File: src/rtl/ysyx_exu_mul_sched_pkg.sv
// Shared EXU package: build-time sizes, the M-unit scheduler state encoding
// and small decode helpers used by the multiply/divide scheduler.
`ifndef YSYX_XLEN
`define YSYX_XLEN 32
`endif
`ifndef YSYX_RS_SIZE
`define YSYX_RS_SIZE 4
`endif
`ifndef YSYX_ROB_SIZE
`define YSYX_ROB_SIZE 8
`endif

package ysyx_pkg;
  localparam int YSYX_XLEN_P     = `YSYX_XLEN;
  localparam int YSYX_RS_SIZE_P  = `YSYX_RS_SIZE;
  localparam int YSYX_ROB_SIZE_P = `YSYX_ROB_SIZE;

  localparam logic [4:0] ALU_OP_MUL = 5'b10000;

  typedef enum logic [2:0] {
    IDLE  = 3'd0,
    ISSUE = 3'd1,
    WAIT  = 3'd2,
    DONE  = 3'd3,
    DRAIN = 3'd4
  } mul_sched_state_t;

  // One extra bit over the ROB index so that tag 0 can mean "no tag".
  function automatic int tag_width(input int rob_size);
    return $clog2(rob_size) + 1;
  endfunction

  function automatic logic is_m_op(input logic [4:0] alu_op);
    return alu_op[4];
  endfunction
endpackage

File: src/rtl/ysyx_exu_mul_sched_age_sel.sv
// Oldest-first selector: picks the valid entry whose ROB tag is closest to
// rob_head (modulo the tag space); equal ages resolve to the lowest index.
module ysyx_exu_age_sel #(
  parameter int N     = 4,
  parameter int TAG_W = 4,
  parameter int IDX_W = 2
) (
  input  logic [N-1:0]       valid,
  input  logic [N*TAG_W-1:0] dest,
  input  logic [TAG_W-1:0]   rob_head,
  output logic [N-1:0]       onehot,
  output logic [IDX_W-1:0]   index,
  output logic               found
);
  logic [TAG_W-1:0] age_s [N];
  logic [TAG_W-1:0] best_age_s;
  logic             take_s;

  for (genvar g = 0; g < N; g++) begin : g_age
    assign age_s[g] = dest[g*TAG_W +: TAG_W] - rob_head;
  end

  // Linear min-scan; strict less-than keeps the earlier index on a tie.
  always_comb begin
    found      = 1'b0;
    index      = '0;
    best_age_s = '0;
    take_s     = 1'b0;
    for (int i = 0; i < N; i++) begin
      take_s     = valid[i] && (!found || (age_s[i] < best_age_s));
      found      = found || take_s;
      best_age_s = take_s ? age_s[i] : best_age_s;
      index      = take_s ? IDX_W'(i) : index;
    end
    onehot = found ? (N'(1'b1) << index) : '0;
  end
endmodule

File: src/rtl/ysyx_exu_mul_sched.sv
// Shares the single multi-cycle M unit between RS entries: grants the oldest
// ready request, issues it, and returns the tagged result; drains on flush.
module ysyx_exu_mul_sched
  import ysyx_pkg::*;
#(
  parameter  int XLEN     = YSYX_XLEN_P,
  parameter  int RS_SIZE  = YSYX_RS_SIZE_P,
  parameter  int ROB_SIZE = YSYX_ROB_SIZE_P,
  localparam int TAG_W    = tag_width(ROB_SIZE),
  localparam int IDX_W    = $clog2(RS_SIZE)
) (
  input  logic                    clock,
  input  logic                    reset,
  input  logic                    flush_pipeline,
  input  logic [TAG_W-1:0]        rob_head,
  input  logic [RS_SIZE-1:0]      req_valid,
  input  logic [RS_SIZE*XLEN-1:0] req_a,
  input  logic [RS_SIZE*XLEN-1:0] req_b,
  input  logic [RS_SIZE*5-1:0]    req_op,
  input  logic [RS_SIZE*TAG_W-1:0] req_dest,
  output logic [RS_SIZE-1:0]      grant,
  output logic                    mul_in_valid,
  output logic [XLEN-1:0]         mul_in_a,
  output logic [XLEN-1:0]         mul_in_b,
  output logic [4:0]              mul_in_op,
  input  logic                    mul_out_valid,
  input  logic [XLEN-1:0]         mul_out_r,
  output logic                    res_valid,
  output logic [IDX_W-1:0]        res_index,
  output logic [TAG_W-1:0]        res_dest,
  output logic [XLEN-1:0]         res_data,
  input  logic                    res_ready,
  output logic                    sched_busy
);
  mul_sched_state_t state_r, state_nxt_s;

  logic [RS_SIZE-1:0] m_valid_s, sel_onehot_s;
  logic [IDX_W-1:0]   sel_index_s, idx_r;
  logic               sel_found_s, take_s, capture_s;
  logic [XLEN-1:0]    a_arr_s [RS_SIZE];
  logic [XLEN-1:0]    b_arr_s [RS_SIZE];
  logic [4:0]         op_arr_s [RS_SIZE];
  logic [TAG_W-1:0]   dest_arr_s [RS_SIZE];
  logic [XLEN-1:0]    a_r, b_r, res_data_r;
  logic [4:0]         op_r;
  logic [TAG_W-1:0]   dest_r;

  for (genvar g = 0; g < RS_SIZE; g++) begin : g_unpack
    assign a_arr_s[g]    = req_a[g*XLEN +: XLEN];
    assign b_arr_s[g]    = req_b[g*XLEN +: XLEN];
    assign op_arr_s[g]   = req_op[g*5 +: 5];
    assign dest_arr_s[g] = req_dest[g*TAG_W +: TAG_W];
    assign m_valid_s[g]  = req_valid[g] & is_m_op(op_arr_s[g]);
  end

  ysyx_exu_age_sel #(.N(RS_SIZE), .TAG_W(TAG_W), .IDX_W(IDX_W)) u_age_sel (
    .valid    (m_valid_s),
    .dest     (req_dest),
    .rob_head (rob_head),
    .onehot   (sel_onehot_s),
    .index    (sel_index_s),
    .found    (sel_found_s)
  );

  // Next-state logic; flush wins everywhere, but a started op must still drain.
  always_comb begin
    state_nxt_s = state_r;
    take_s      = 1'b0;
    capture_s   = 1'b0;
    case (state_r)
      IDLE: begin
        take_s      = sel_found_s && !flush_pipeline;
        state_nxt_s = take_s ? ISSUE : IDLE;
      end
      ISSUE: begin
        capture_s   = mul_out_valid && !flush_pipeline;
        state_nxt_s = flush_pipeline ? IDLE : (mul_out_valid ? DONE : WAIT);
      end
      WAIT: begin
        capture_s = mul_out_valid && !flush_pipeline;
        if (mul_out_valid) begin
          state_nxt_s = flush_pipeline ? IDLE : DONE;
        end else begin
          state_nxt_s = flush_pipeline ? DRAIN : WAIT;
        end
      end
      DONE:    state_nxt_s = (flush_pipeline || res_ready) ? IDLE : DONE;
      DRAIN:   state_nxt_s = mul_out_valid ? IDLE : DRAIN;
      default: state_nxt_s = IDLE;
    endcase
  end

  // State register plus the latched request and captured result.
  always_ff @(posedge clock or negedge reset) begin
    if (!reset) begin
      state_r    <= IDLE;
      a_r        <= '0;
      b_r        <= '0;
      op_r       <= '0;
      dest_r     <= '0;
      idx_r      <= '0;
      res_data_r <= '0;
    end else begin
      state_r <= state_nxt_s;
      if (take_s) begin
        a_r    <= a_arr_s[sel_index_s];
        b_r    <= b_arr_s[sel_index_s];
        op_r   <= op_arr_s[sel_index_s];
        dest_r <= dest_arr_s[sel_index_s];
        idx_r  <= sel_index_s;
      end
      if (capture_s) begin
        res_data_r <= mul_out_r;
      end
    end
  end

  // Grant is also masked by reset so every output reads 0 while held in reset.
  assign grant        = (take_s && reset) ? sel_onehot_s : '0;
  assign mul_in_valid = (state_r == ISSUE) && !flush_pipeline;
  assign mul_in_a     = a_r;
  assign mul_in_b     = b_r;
  assign mul_in_op    = op_r;
  assign res_valid    = (state_r == DONE);
  assign res_index    = idx_r;
  assign res_dest     = dest_r;
  assign res_data     = res_data_r;
  assign sched_busy   = (state_r != IDLE);
endmodule

File: config.mk
export PLATFORM = sky130hd
export DESIGN_NAME = ysyx_exu_mul_sched
export DESIGN_NICKNAME = d
export VERILOG_FILES = /design/src/rtl/ysyx_exu_mul_sched_pkg.sv /design/src/rtl/ysyx_exu_mul_sched_age_sel.sv /design/src/rtl/ysyx_exu_mul_sched.sv
export SDC_FILE = /design/constraint.sdc
export NUM_CORES = 1
export LEC_CHECK = 0
export ABC_CLOCK_PERIOD_IN_PS = 19100
export CAP_MARGIN = 25
export CORE_AREA = 2 2 177 179
export CTS_BUF_LIST = sky130_fd_sc_hd__clkbuf_8 sky130_fd_sc_hd__clkbuf_16
export CTS_CLUSTER_SIZE = 10
export DETAILED_ROUTE_END_ITERATION = 16
export DIE_AREA = 0 0 179 181
export HOLD_SLACK_MARGIN = 0.12
export SYNTH_ARGS = -nofsm -noshare
export SYNTH_HDL_FRONTEND = slang
export SYNTH_SLANG_ARGS = --single-unit
File: constraint.sdc
create_clock -name clock -period 19.1 [get_ports clock]
set_input_delay 2.865 -clock clock [delete_from_list [all_inputs] [get_ports clock]]
set_output_delay 2.865 -clock clock [all_outputs]
set_load 0.01 [all_outputs]
# After elaboration in Yosys (flattened, before gate mapping)
# Cells that the tools add are included.
classes:
  addsub: 4
  mul: 0
  div: 0
  n_lt_le_gt_ge: 4
  n_eq_ne: 4
  shifts: 1
  n_mux: 31
  bitwise_logic: 5
  n_reduce_logical: 21
op_table:
  columns: ["op", "count"]
  rows:
  - ["binary-select mux 32 bit (select 2 bit)", 2]
  - ["two-way mux 32 bit", 4]
  - ["two-way mux 4 bit", 7]
  - ["subtractor 4 bit", 4]
  - ["one-hot mux 3 bit (5 select lines)", 1]
  - ["less-than comparator 4 bit", 3]
  - ["binary-select mux 5 bit (select 2 bit)", 1]
  - ["two-way mux 2 bit", 5]
  - ["two-way mux 5 bit", 2]
  - ["two-way mux 3 bit", 3]
  - ["binary-select mux 4 bit (select 2 bit)", 1]
  - ["logical AND 1 bit", 7]
  - ["logical OR 1 bit", 7]
  - ["equality test 3 x 2 -> 1 bit, second input constant", 2]
  - ["two-way mux 1 bit", 5]
  - ["AND 1 bit", 4]
  - ["zero test 1 bit", 4]
  - ["<< shifter 1 x 2 -> 4 bit, first input constant", 1]
  - ["equality test 3 x 1 -> 1 bit, second input constant", 1]
  - ["equality test 3 bit, second input constant", 1]
  - ["greater-or-equal comparator 3 bit, second input constant", 1]
  - ["zero test 3 bit", 1]
  - ["inverter 2 -> 3 bit", 1]
  - ["nonzero test 3 bit", 1]
  - ["OR reduction 2 bit", 1]
totals:
  ff_bits: 110
  latchBits: 0
  mem_bits_rw: 0
  mem_bits_ro: 0
  inputBits: 337
  out_inout_bits: 114
  mem_count: 0

# Longest topological paths before layout
logic_depth:
  word_depth: 18
  depth_mapped: 34
  ltp_nobuf: 29

# Hierarchy
# Synthesis repeated with hierarchy kept, for this count alone.
unflattened:
  cells_unflattened: 474
  area_unflattened_um2: 6947.9
modules_own_cells:
  columns: ["module", "instances", "cells_per_inst", "area_per_inst_um2"]
  rows:
  - ["ysyx_exu_mul_sched", 1, 346, 5936.9]
  - ["ysyx_exu_age_sel", 1, 128, 1011.0]

# Worst setup path before layout
# OpenSTA, ideal clock, no wires.
synth_timing:
  kind: "in2out"
  startpoint: "in rob_head[1]"
  endpoint: "out grant[1]"
  t_arrival_ns: 8.706
  slack_ns: 7.529
  cell_stages: 29
  path_buffers: 4
  cell_sequence: "inv_1 ha_1 a21o_1 a21oi_1 xnor2_1 nand3_1 ha_1 a21o_1 a211o_1 nand3_1 buf_2 clkbuf_1 nand2_1 o21ai_0 inv_1 ha_1 a21oi_1 o2111ai_1 nor2_1 a31oi_1 clkbuf_1 mux2i_1 ha_1 a2111oi_0 o2bb2ai_1 a311o_1 and3_4 clkbuf_1 nor3_1"
synth_via:
  elab_chain_cells: 18
  word_cells_on_any_way: 30
  cone_classes: "add/sub: 4; order compare: 3; shift: 1; mux: 9; reduce/logical: 13"
synth_lines:
  columns: ["item", "line", "source"]
  rows:
  - ["start, declared", "ysyx_exu_mul_sched.sv:15", "input logic [TAG_W-1:0] rob_head,"]
  - ["subtractor 4 bit", "ysyx_exu_mul_sched_age_sel.sv:20", "assign age_s[g] = dest[g*TAG_W +: TAG_W] - rob_head;"]
  - ["two-way mux 4 bit", "ysyx_exu_mul_sched_age_sel.sv:32", "best_age_s = take_s ? age_s[i] : best_age_s;"]
  - ["less-than comparator 4 bit", "ysyx_exu_mul_sched_age_sel.sv:30", "take_s = valid[i] && (!found || (age_s[i] < best_age_s));"]
  - ["logical OR 1 bit", "ysyx_exu_mul_sched_age_sel.sv:30", null]
  - ["logical AND 1 bit", "ysyx_exu_mul_sched_age_sel.sv:30", null]
  - ["two-way mux 4 bit or logical OR 1 bit (tied branches)", "ysyx_exu_mul_sched_age_sel.sv:32, ysyx_exu_mul_sched_age_sel.sv:31", null]
  - ["less-than comparator 4 bit or zero test 1 bit (tied branches)", "ysyx_exu_mul_sched_age_sel.sv:30", null]
  - ["logical OR 1 bit", "ysyx_exu_mul_sched_age_sel.sv:30", null]
  - ["[... 2 more ...]", null, null]
  - ["less-than comparator 4 bit or zero test 1 bit (tied branches)", "ysyx_exu_mul_sched_age_sel.sv:30", null]
  - ["logical OR 1 bit", "ysyx_exu_mul_sched_age_sel.sv:30", null]
  - ["logical AND 1 bit", "ysyx_exu_mul_sched_age_sel.sv:30", null]
  - ["logical OR 1 bit", "ysyx_exu_mul_sched_age_sel.sv:31", "found = found || take_s;"]
  - ["logical AND 1 bit", "ysyx_exu_mul_sched.sv:72", "take_s = sel_found_s && !flush_pipeline;"]
  - ["two-way mux 1 bit", "ysyx_exu_mul_sched.sv:70", "case (state_r)"]
  - ["logical AND 1 bit", "ysyx_exu_mul_sched.sv:119", "assign grant = (take_s && reset) ? sel_onehot_s : '0;"]
  - ["two-way mux 4 bit *", "ysyx_exu_mul_sched.sv:119", null]
  - ["end, declared", "ysyx_exu_mul_sched.sv:21", "output logic [RS_SIZE-1:0] grant,"]
# Mark *: on every way between the ends. The rest lies on a longest branch, timed or not.

# Worst setup path after layout
# Same ends and word-level chain as after synthesis.

==> results by group <==
Worst setup path
  – Max stage delay on crit path: ~0.73 ns
  – Crit-path slowest cell: buf_4
  – WP data arrival: about 12 ns
  – WP buf/inv: 5
  – Critical Path Sink Type: primary output
  – Largest delay contributor family on the critical path: compound AO/OA/AOI/OAI gates
  – Crit-path max FO: 66
  – Register-to-register setup slack: approximately 17 ns
  – CP required: about 16 ns
  – Crit Path Class: input port to primary output
  – Startpoint types: input port
  – CP most frequent cell: ha_1

Floorplan
  – # IOs: about 450
  – Num rows: 64
  – Core Region: roughly 0.030 mm²
  – Full die area: 0.0324 mm²
  – Die Width: ~180 µm
  – Die height: approximately 180 µm
  – Initial Util: a little under a quarter

Cells and area
  – Post-layout util: 40.8%
  – Layout net count: roughly 1.6k
  – Layout area overhead: 70.6%
  – Share of cells above drive strength 1: 10.7%
  – Commonest non-fill, non-tap cell in the layout: clkdlybuf4s50_1
  – Commonest non-fill, non-tap cells in the layout: clkdlybuf4s50_1 (449), dfrtp_1 (110), a21oi_1 (92)
  – Fillers: 3059

Clock tree
  – Clk_lat worst skew: approximately 0.37 ns
  – CTS max path bufs: 2
  – Num CTS Buffers: 9
  – Clock transition time at the flip-flop clock pins of the worst setup and hold paths: 0.08 ns
  – CTS sink count: 110
  – Post-CTS Resized: 0
  – Hold_buf cts: 0
  – Clk root buf: clkbuf_16
  – Post-CTS Setup Inserts: 0
  – H-tree depth: 3
  – CTS tree: yes

Global route
  – Congestion Overflow GR: 0
  – Largest net degree at the start of global routing: slightly below 80
  – Vias in the first global route: between 7k and 8k
  – GRT Util Overall: between 10% and 20%
  – First-pass GRT wire length: roughly 45 mm
  – Antenna violations before repair: 1

Route
  – DRC Markers: 0
  – Drt wl/cell: around 19 µm
  – Total number of vias: 7484
  – Vias per cell: about 4.7
  – Post-route ant nets: 0
  – 1st-pass router iterations: 5
  – Wirelength, routed: 30.6 mm
  – Initial DRC count: about 280

Synthesis
  – Synthesized Nets: ~1.1k
  – Asr flop ratio synth: between 90% and 100%
  – EDFF count, synth: 0
  – Synthesized area: a little over 0.007 mm²
  – Seq/Total Area, Yosys: a little under two fifths
  – Cell taking the most area after synthesis: dfrtp_1
  – #FFs+latches synth: 110
  – Avg Synthesized Cell Area: around 9.3 µm²
  – Synth warnings: 0
  – Syn Inst Count: roughly 780
  – Top cell type's share of synthesized area: 37.9%
  – Synth unique cells: 45
  – Top FF cell, synth: dfrtp_1
  – Ranking of synthesized cells by area: dfrtp_1 (38%), mux2i_1 (9.9%), o211ai_1 (7.7%)

Timing
  – Finish-stage setup viols: 0
  – Fmax: 68.7 MHz
  – Setup TNS Final: 0 ns
  – RSZ-0062 raised after global routing: false
  – Relative slew slack: approximately 30%
  – Min cycle time layout: 14.56 ns
  – Period utilization: about three quarters
  – Measured slew at the worst slew-check pin: 1.05 ns
  – Slew Viols, Final: 0
  – Final hold viol count: 0
  – Final Skew: 0.0179 ns

Pwr
  – NetSw: 0.000529 W
  – Cell-internal power: about 0.00084 W
  – Lkg Pwr: between 4 and 5 nW
  – Tot Pwr: roughly 0.0014 W
  – Power per Cell Area: about 110 mW/mm²
  – Switching share of power: around two fifths
  – Flop pwr share: between 20% and 30%
  – Clk pwr share: about 15%
  – VDD IR max: roughly 55 µV
  – Gate power share: 55.4%

Placed design
  – RD Place Congestion: around 0.8
  – Post-DP HPWL: ~23 mm
  – PortBufs: 450

Min path
  – Worst hold path class: register to register

Outcome
  – Status: finished clean

Job
  – Max-Cap Viols: 0
## worst paths after layout
path | cells after the start | start | endpoint
setup / recovery | 27 | rob_head[1] | grant[1]
hold / removal | 1 | mul_in_op[4] | mul_in_op[4]
setup reg to reg | 4 | state_r[1] | state_r[0]
hold reg to reg | 1 | mul_in_op[4] | mul_in_op[4]
max in group asynchronous | 3 | reset | mul_in_b[6]
min in group asynchronous | 1 | reset | res_data[8]
## logic make-up (layout without fill, tap and decap cells)
logic type	Yosys count	after routing	synth area share [%]
AOI/OAI and AO/OA	258	258	24.6
xor gates and xnor gates	13	13	1.57
adders and majority gates	25	25	4.73
buffers and inverters	75	489	5.23
DFF	110	110	37.9
muxes	105	105	15.1
other	0	1	0
and+or+nand+nor	193	193	10.9
## metrics by stage
step | setup WS (ns) | instance area, µm² | hold WS (ns) | std cells
final | 4.54 | 12400 | 0.480 | 1590
after global routing | 3.89 | 12400 | 0.494 | 1590
after CTS | 4.49 | 12300 | 0.481 | 1588
after detailed placement | 4.53 | 12000 | 0.458 | 1572
after global placement | 4.70 | 12000 | 0.448 | 1572
after floorplan | 7.53 | 7250 | 0.504 | 779
## state kept, by name, indices dropped and copies added (netlist names)
name       cells
res_index      2
res_dest       4
state_r        3
mul_in_op      5
res_data      32
mul_in_b      32
mul_in_a      32
## synthesized netlist by cell type, types with 2 or more instances
cell and instances:
o311ai_0 2, inv_1 13, ha_1 21, buf_2 15, mux2i_1 72, xnor2_1 7, o211ai_1 74, a211o_1 2
dfrtp_1 110, and3_1 2, nand3_1 7, o21ai_0 5, mux2_2 33, a21oi_1 92, a21o_1 9, a31oi_1 4
buf_1 7, fa_1 4, o2111ai_1 2, nand2b_1 2, nand2_1 84, buf_4 7, nor3_1 5, buf_6 7
clkbuf_1 26, a21oi_2 60, nor2_1 82, or3_1 2, xor2_1 6, or2_2 2
## routing by layer
| layer | part of all wire, % | up-vias | track usage [%] |
|---|---|---|---|
| li1 | - | 3629 | - |
| met1 | 39 | 3500 | 21.2 |
| met2 | 50 | 327 | 32.6 |
| met3 | 9.1 | 28 | 5.01 |
| met4 | 1.8 | 0 | 4.55 |
| met5 | 0 | - | 0 |
## cell type report
type | instances | area (µm²) | share of cell area, %
repair buffers | 460 | 4600 | 37.1
flip-flops and latches | 110 | 2750 | 22.2
diodes | 1 | 2.50 | 0.0202
multi-input cells | 594 | 4180 | 33.7
well taps | 396 | 495 | 4.00
inverters | 13 | 48.8 | 0.394
clock inverters | 7 | 77.6 | 0.627
clock buffers | 9 | 225 | 1.82
## power groups by stage
stage | logic [W] | clock network (W) | registers (W)
2_1_floorplan | 0.000314 | 0 | 0.000458
3_3_place_gp | 0.000764 | 0 | 0.000412
3_5_place_dp | 0.000771 | 0 | 0.000415
4_1_cts | 0.000773 | 0.000212 | 0.000412
5_1_grt | 0.000827 | 0.000221 | 0.000426
6_report | 0.000760 | 0.000201 | 0.000410
(Power assumes the default switching activity.)
